File: config.mk
export PLATFORM = sky130hd
export DESIGN_NAME = breg_mp
export DESIGN_NICKNAME = d
export VERILOG_FILES = /design/src/rtl/breg_pkg.sv /design/src/rtl/breg_clr_fsm.sv /design/src/rtl/breg_mp.sv
export SDC_FILE = /design/constraint.sdc
export NUM_CORES = 1
export LEC_CHECK = 0
export ABC_AREA = 1
export ABC_CLOCK_PERIOD_IN_PS = 9400
export CAP_MARGIN = 20
export CORE_UTILIZATION = 32
export DETAILED_ROUTE_END_ITERATION = 10
export PLACE_DENSITY_LB_ADDON = 0.12
export SYNTH_ARGS = -nofsm -noshare
export SYNTH_HDL_FRONTEND = slang
export SYNTH_SLANG_ARGS = --single-unit
File: constraint.sdc
create_clock -name clk -period 9.4 [get_ports clk]
set_input_delay 0.94 -clock clk [delete_from_list [all_inputs] [get_ports clk]]
set_output_delay 0.94 -clock clk [all_outputs]
set_load 0.01 [all_outputs]
File: src/rtl/breg_pkg.sv
// Shared types and helpers for the breg_mp bit register file.
// WIDTH defaults to the BITNESS macro, which falls back to 8 when the build leaves it undefined.
`ifndef BITNESS
`define BITNESS 8
`endif

package breg_pkg;

   typedef enum logic [1:0] {
      IDLE  = 2'd0,
      CLEAR = 2'd1,
      DONE  = 2'd2
   } breg_clr_state_e;

   // Widest entry breg_new can carry; callers cast down to their own WIDTH.
   localparam int BREG_MAXW = 64;

   function automatic int breg_aw(input int depth);
      return (depth > 1) ? $clog2(depth) : 1;
   endfunction

   function automatic logic [BREG_MAXW-1:0] breg_new(input logic [BREG_MAXW-1:0] old,
                                                     input logic [BREG_MAXW-1:0] data,
                                                     input logic ovr);
      return ovr ? data : (old ^ data);
   endfunction

endpackage

File: src/rtl/breg_clr_fsm.sv
// Clear sequencer for breg_mp: walks idx over every entry once, then pulses clr_done.
// Writes are blocked for the whole CLEAR/DONE window.
module breg_clr_fsm
   import breg_pkg::*;
#(
   parameter  int DEPTH = 16,
   localparam int AW    = breg_aw(DEPTH)
) (
   input  logic          clk,
   input  logic          rst,
   input  logic          clr_req,
   output logic          clr_busy,
   output logic          clr_done,
   output logic          wr_ready,
   output logic [AW-1:0] clr_idx
);

   breg_clr_state_e state;
   logic [AW-1:0]   idx;

   always_ff @(posedge clk or posedge rst) begin
      if (rst) begin
         state <= IDLE;
         idx   <= '0;
      end else begin
         case (state)
            IDLE: begin
               if (clr_req) begin
                  state <= CLEAR;
                  idx   <= '0;
               end
            end
            // idx stops on the last entry so a second pass can never start.
            CLEAR: begin
               if (idx == AW'(DEPTH-1)) state <= DONE;
               else                     idx   <= idx + AW'(1);
            end
            DONE:    state <= IDLE;
            default: state <= IDLE;
         endcase
      end
   end

   assign clr_busy = (state == CLEAR);
   assign clr_done = (state == DONE);
   assign wr_ready = (state == IDLE);
   assign clr_idx  = idx;

endmodule

File: src/rtl/breg_mp.sv
// Multi-read-port bit register file with overwrite/XOR writes, lower-to-upper mirroring
// and a sequenced clear. Optional same-cycle write/clear forwarding: BREG_MP_BYPASS_EN.
`ifndef BITNESS
`define BITNESS 8
`endif

module breg_mp
   import breg_pkg::*;
#(
   parameter  int WIDTH  = `BITNESS,
   parameter  int DEPTH  = 16,
   parameter  int NRD    = 2,
   parameter  int MIRROR = 1,
   localparam int AW     = breg_aw(DEPTH)
) (
   input  logic                 clk,
   input  logic                 rst,
   input  logic [NRD*AW-1:0]    rd_addr,
   output logic [NRD*WIDTH-1:0] rd_data,
   input  logic                 wr_valid,
   output logic                 wr_ready,
   input  logic                 wr_ovr,
   input  logic [AW-1:0]        wr_addr,
   input  logic [WIDTH-1:0]     wr_data,
   input  logic                 clr_req,
   output logic                 clr_busy,
   output logic                 clr_done
);

   logic [WIDTH-1:0] rf [DEPTH];
   logic             fire;
   logic             mir_hit;
   logic [AW-1:0]    mir_addr;
   logic [AW-1:0]    clr_idx;
   logic [WIDTH-1:0] new_val;

   breg_clr_fsm #(.DEPTH(DEPTH)) u_clr (
      .clk      (clk),
      .rst      (rst),
      .clr_req  (clr_req),
      .clr_busy (clr_busy),
      .clr_done (clr_done),
      .wr_ready (wr_ready),
      .clr_idx  (clr_idx)
   );

   assign fire     = wr_valid & wr_ready;
   assign new_val  = WIDTH'(breg_new(BREG_MAXW'(rf[wr_addr]), BREG_MAXW'(wr_data), wr_ovr));
   // Mirror target is the same offset with the top address bit set.
   assign mir_addr = wr_addr | AW'(DEPTH/2);
   assign mir_hit  = (MIRROR != 0) && !wr_addr[AW-1];

   // Clear and write never collide: wr_ready is low for the whole clear.
   always_ff @(posedge clk or posedge rst) begin
      if (rst) begin
         for (int e = 0; e < DEPTH; e++) rf[e] <= '0;
      end else begin
         for (int e = 0; e < DEPTH; e++) begin
            if (clr_busy && clr_idx == AW'(e))
               rf[e] <= '0;
            else if (fire && (wr_addr == AW'(e) || (mir_hit && mir_addr == AW'(e))))
               rf[e] <= new_val;
         end
      end
   end

   for (genvar i = 0; i < NRD; i++) begin : g_rd
      logic [AW-1:0]    ra;
      logic [WIDTH-1:0] rv;
      assign ra = rd_addr[i*AW +: AW];
`ifdef BREG_MP_BYPASS_EN
      always_comb begin
         rv = rf[ra];
         if (fire && (ra == wr_addr || (mir_hit && ra == mir_addr))) rv = new_val;
         else if (clr_busy && ra == clr_idx)                        rv = '0;
      end
`else
      assign rv = rf[ra];
`endif
      assign rd_data[i*WIDTH +: WIDTH] = rv;
   end

endmodule

==> flow_metrics.tcl, run 1 <==
set metrics [dict create \
    port_buffers 43 \
    firstDrtPassIters 6 \
    syn_area_sq_um 9490 \
    placed_cells 1896 \
    synth_nets 1569 \
    grt_max_degree 120 \
    synth_cells 1540 \
    finalSetupViolCount 0 \
    cts_tree "done" \
    syn_avg_cell_area_sq_um 6.16 \
    clockBufferDepth 2 \
    nNetsFinal 1560 \
    hpwl_mm 24.6 \
    first_iter_violations 1173 \
    cts_resized 0 \
    worst_setup_path_start_kind "input port" \
    maxCapViolations 0 \
    clock_sink_count 134 \
    final_area_sq_um 10600 \
    slew_viol_final 0 \
    ant_nets 0 \
    diodes 0 \
    routed-via-count 9905 \
    hold_violations 0 \
    yosys.area.top_type_share_pct 35.3 \
    utilization_pct 36.8 \
    syn2layout_area_growth_pct 12.1 \
    synth_edf_count 0 \
    worstPathMaxFanout 17 \
    arrival_ps 3390 \
    ys_ff_latch 134 \
    synth_area_leaders "dfrtp_1, nand2_1, o21ai_0" \
    drive_above_1_share_pct 5.05 \
    postCtsHoldBufs 0 \
    synthArstFlopShare_pct 100 \
    insertion_delay_ps 450 \
    grt_pass1_wl_mm 57.3 \
    critPathKind "input port to output pin" \
    ys_seq_area_share_pct 35.3 \
    initial_utilization_pct 32.8 \
    skew_ps 9.87 \
    gp_congestion 0.866 \
    fmax_mhz 231 \
    yosys_warnings 0 \
    htreeDepth 4 \
    post_cts.repair.setup_buffers 0 \
    slew_headroom_pct 21.8 \
    synth_common_cells "nand2_1, dfrtp_1, inv_1" \
    tns_ps 0 \
    critPathRequiredTime_ps 8460 \
    clkTransAtPathRegs_ps 70 \
    dieHeight_microns 174 \
    antenna_found_initial 0 \
    wl_per_cell_microns 19.6 \
    rows 62 \
    power_density_nw_per_um2 250 \
    post_dp_cell_area_sq_um 10000 \
    period_minus_slack_ps 4330 \
    vias_per_cell 5.14 \
    die_area_sq_um 30300 \
    grt_use_total_pct 25.5 \
    final_cells 1928 \
    grt_overflow 0 \
    ir_worst_vdd_v 0.000140 \
    hold_path.class "flop to flop" \
    fp.dieW_microns 174 \
    io_pins 44 \
    p_leak_nw 5.53 \
    yosys.area.top_type "dfrtp_1" \
    status "completed" \
    root_buffer "clkbuf_16" \
    cts_inserted_buffers 17 \
    cp-end-kind "output pin" \
    drt-total-wl_mm 37.7 \
    grt_setup_unrepaired "no" \
    first_global_vias 8922 \
    worst_pin_slew_ps 1170 \
    holdWs_ps 508 \
    yosysMostFrequentCell "nand2_1" \
    core_area_sq_um 28900 \
    fin_crit_sh_pct 46.0 \
    synth_ff_type "dfrtp_1" \
    route.detailed.drc 0 \
    synth_cell_types 27 \
]
placed cells by master, fill, tap and decap left out, types with 6 or more instances in the layout:
cell type / count
o21ai_0: 104
clkdlybuf4s50_1: 38
o211ai_1: 32
nor2_2: 8
nand3_1: 59
clkbuf_16: 17
a21oi_1: 97
buf_4: 13
o21ai_1: 8
o221ai_1: 12
nand2_1: 825
nor2_1: 38
dfrtp_1: 134
nand2_2: 8
inv_1: 107
nor3_4: 6
registers in the layout, summed over array words and instances (netlist names):
| signal | flops |
|---|---|
| rf | 128 |
| u_clr.clr_idx | 4 |
| u_clr.state | 2 |
power breakdown:
group,switching (mW),leakage (nW),internal (mW)
clock network,0.302,0.305,0.447
logic,0.606,3.41,0.298
registers,0.227,1.81,0.782
final timing paths:
| check | startpoint | end | slack, ps | depth (start not counted) |
|---|---|---|---|---|
| worst max-delay path | rd_addr[2] | rd_data[4] | 5070 | 7 |
| worst min-delay path | rf[49] | rf[49] | 510 | 2 |
| worst max register to register | u_clr.state[0] | rf[22] | 6930 | 8 |
| worst min register to register | rf[49] | rf[49] | 510 | 2 |
| max in group asynchronous | rst | rf[121] | 7000 | 3 |
| min in group asynchronous | rst | rf[21] | 1010 | 2 |
stage by stage:
| step | total power, mW | setup slack [ps] |
|---|---|---|
| 3_5_place_dp | 1.91 | 5080 |
| 3_3_place_gp | 1.90 | 5080 |
| 5_1_grt | 2.84 | 4920 |
| 2_1_floorplan | 1.56 | 4880 |
| 4_1_cts | 2.67 | 5080 |
| 6_report | 2.66 | 5070 |
critical path, stage by stage:
cell             delay, ps
clkdlybuf4s50_1        400
buf_4                  240
inv_1                  670
nand2_1                130
o221ai_1               360
nand2_1                130
clkdlybuf4s50_1        500
final cells by class:
| type | instances | area, sq um |
|---|---|---|
| Clock buffer | 18 | 429 |
| Tap cell | 384 | 480 |
| Timing Repair Buffer | 54 | 493 |
| Fill cell | 3120 | 18300 |
| Clock inverter | 14 | 199 |
| Multi-Input combinational cell | 1211 | 5250 |
| Sequential cell | 134 | 3350 |
| Inverter | 113 | 432 |
routing by layer:
layer	vias to the layer above	share of wire, %	track usage (%)
met5	-	0	0
met3	61	4.8	3.46
met4	0	2.9	10.2
met2	326	46	40.0
li1	4855	-	-
met1	4663	46	35.1
kinds of logic (layout without fill, tap and decap cells):
family,after synthesis,after routing,synth area share [%]
AND/OR/NAND/NOR,947,947,39.6
AO/OA/AOI/OAI,260,260,15.2
buffers and inverters,195,199,9.31
flip-flops,134,134,35.3
adder cells (fa/ha/maj),4,4,0.528
Note: power is estimated with default switching activity, not from simulation.
==> run 2, diff against run 1 <==
--- a/config.mk
+++ b/config.mk
@@ -6,7 +6,7 @@
 export NUM_CORES = 1
 export LEC_CHECK = 0
 export ABC_AREA = 1
-export ABC_CLOCK_PERIOD_IN_PS = 9400
+export ABC_CLOCK_PERIOD_IN_PS = 4200
 export CAP_MARGIN = 20
 export CORE_UTILIZATION = 32
 export DETAILED_ROUTE_END_ITERATION = 10
==> constraint.sdc (replaced) <==
create_clock -name clk -period 4.2 [get_ports clk]
set_input_delay 0.42 -clock clk [delete_from_list [all_inputs] [get_ports clk]]
set_output_delay 0.42 -clock clk [all_outputs]
set_load 0.01 [all_outputs]
==> flow_metrics.tcl, run 2 (same netlist as run 1, synthesis figures left out) <==
set metrics [dict create \
    htreeDepth 4 \
    final_cells 1959 \
    first_global_vias 9548 \
    wl_per_cell_microns 20.4 \
    p_leak_nw 5.69 \
    ir_worst_vdd_v 0.000295 \
    top_register "rf" \
    placed_cells 1926 \
    port_buffers 43 \
    reg2reg_to "rf[35]" \
    fmax_mhz 327 \
    hold_path.class "input port to async pin" \
    rows 62 \
    io_pins 44 \
    swShare_pct 42.4 \
    p_comb_share_pct 35.4 \
    cellInternalPower_mw 3.46 \
    vias_per_cell 5.21 \
    r2r_cells 9 \
    initial_utilization_pct 32.8 \
    critPathKind "input port to output pin" \
    arrival_ps 2640 \
    dieHeight_microns 174 \
    fp.dieW_microns 174 \
    r2r_slack_ps 1730 \
    first_iter_violations 1164 \
    root_buffer "clkbuf_16" \
    syn2layout_area_growth_pct 14.8 \
    reg2reg_from "u_clr.state[0]" \
    grt_setup_unrepaired "no" \
    p_clk_share_pct 27.8 \
    cts_inserted_buffers 17 \
    cts_resized 0 \
    post_cts.repair.setup_buffers 0 \
    slew_headroom_pct 23.3 \
    skew_ps 12.9 \
    crit_start "rd_addr[2]" \
    clockBufferDepth 2 \
    grt_use_total_pct 27.0 \
    worst_setup_path_start_kind "input port" \
    fin_crit_sh_pct 72.8 \
    core_area_sq_um 28900 \
    grt_pass1_wl_mm 60.9 \
    hpwl_mm 26.2 \
    cp-end-kind "output pin" \
    tns_ps 0 \
    worstPathMaxFanout 13 \
    maxCapViolations 0 \
    hold_violations 0 \
    final_common_cell "nand2_1" \
    ant_nets 0 \
    die_area_sq_um 30300 \
    gp_congestion 0.882 \
    slew_viol_final 0 \
    nNetsFinal 1591 \
    worst_pin_slew_ps 1150 \
    mostFrequentLayoutCells "nand2_1, dfrtp_1, inv_1" \
    antenna_found_initial 0 \
    finalSetupViolCount 0 \
    status "completed" \
    power_density_nw_per_um2 551 \
    seqPwrFrac_pct 36.8 \
    grt_max_degree 77 \
    drive_above_1_share_pct 6.92 \
    insertion_delay_ps 450 \
    grt_overflow 0 \
    firstDrtPassIters 6 \
    p_sw_mw 2.54 \
    largest_register_ffs 128 \
    diodes 0 \
    critPathRequiredTime_ps 3780 \
    cts_tree "done" \
    setup.worst_path.end "rd_data[5]" \
    clock_sink_count 134 \
    routed-via-count 10200 \
    route.detailed.drc 0 \
    postCtsHoldBufs 0 \
    drt-total-wl_mm 39.9 \
    clkTransAtPathRegs_ps 60 \
    period_minus_slack_ps 3060 \
]
-- run 2: cell types whose count changed in the layout (fill, tap and decap cells not counted), sizes merged --
| cell | delta |
|---|---|
| inv | +1 |
| clkinv | -1 |
| buf | +31 |
-- run 2: worst max-delay path, cell delays in order --
cell and delay (ps):
clkdlybuf4s50_1 420, inv_1 660, buf_4 280, nand2_1 90, o221ai_1 160, nand2_1 110, clkdlybuf4s50_1 490
-- run 2: worst min-delay path by stage --
stage,cells after the start,from,slack (ps),end
3_5_place_dp,2,rf[113],490,rf[113]
6_report,2,rst,470,rf[21]
2_1_floorplan,2,rf[16],470,rf[16]
3_3_place_gp,2,rf[103],490,rf[103]
5_1_grt,2,rf[113],530,rf[113]
4_1_cts,2,rf[113],510,rf[113]
-- run 2: power groups by stage --
stage | registers (mW) | logic [mW] | clock network, mW
after floorplan | 2.06 | 1.44 | 0
after global placement | 2.22 | 2.09 | 0
after detailed placement | 2.21 | 2.10 | 0
after CTS | 2.19 | 2.11 | 1.69
after global routing | 2.27 | 2.41 | 1.74
final | 2.21 | 2.13 | 1.67
-- run 2: final cells by class --
class                           instances  area [sq um]
Sequential cell                       134          3350
Multi-Input combinational cell       1211          5250
Fill cell                            3122         18000
Clock inverter                         14           199
Inverter                              113           432
Clock buffer                           18           429
Tap cell                              384           480
Timing Repair Buffer                   85           751
-- run 2: routing by layer --
layer	vias up	track usage, %	wire length (microns)
met1	4806	37.5	18100
li1	4906	-	-
met3	57	4.68	2810
met5	-	0	0
met2	441	42.5	18100
met4	0	8.11	903
-- run 2: through the flow --
step	setup slack, ps	cell area, sq um	power [mW]	utilization, %	hold WS [ps]
2_1_floorplan	197	9490	3.50	-	470
3_3_place_gp	1190	10300	4.30	35.5	490
3_5_place_dp	1180	10300	4.31	35.5	492
4_1_cts	1200	10900	5.99	37.6	509
5_1_grt	1080	10900	6.41	37.7	527
6_report	1140	10900	6.00	37.7	469
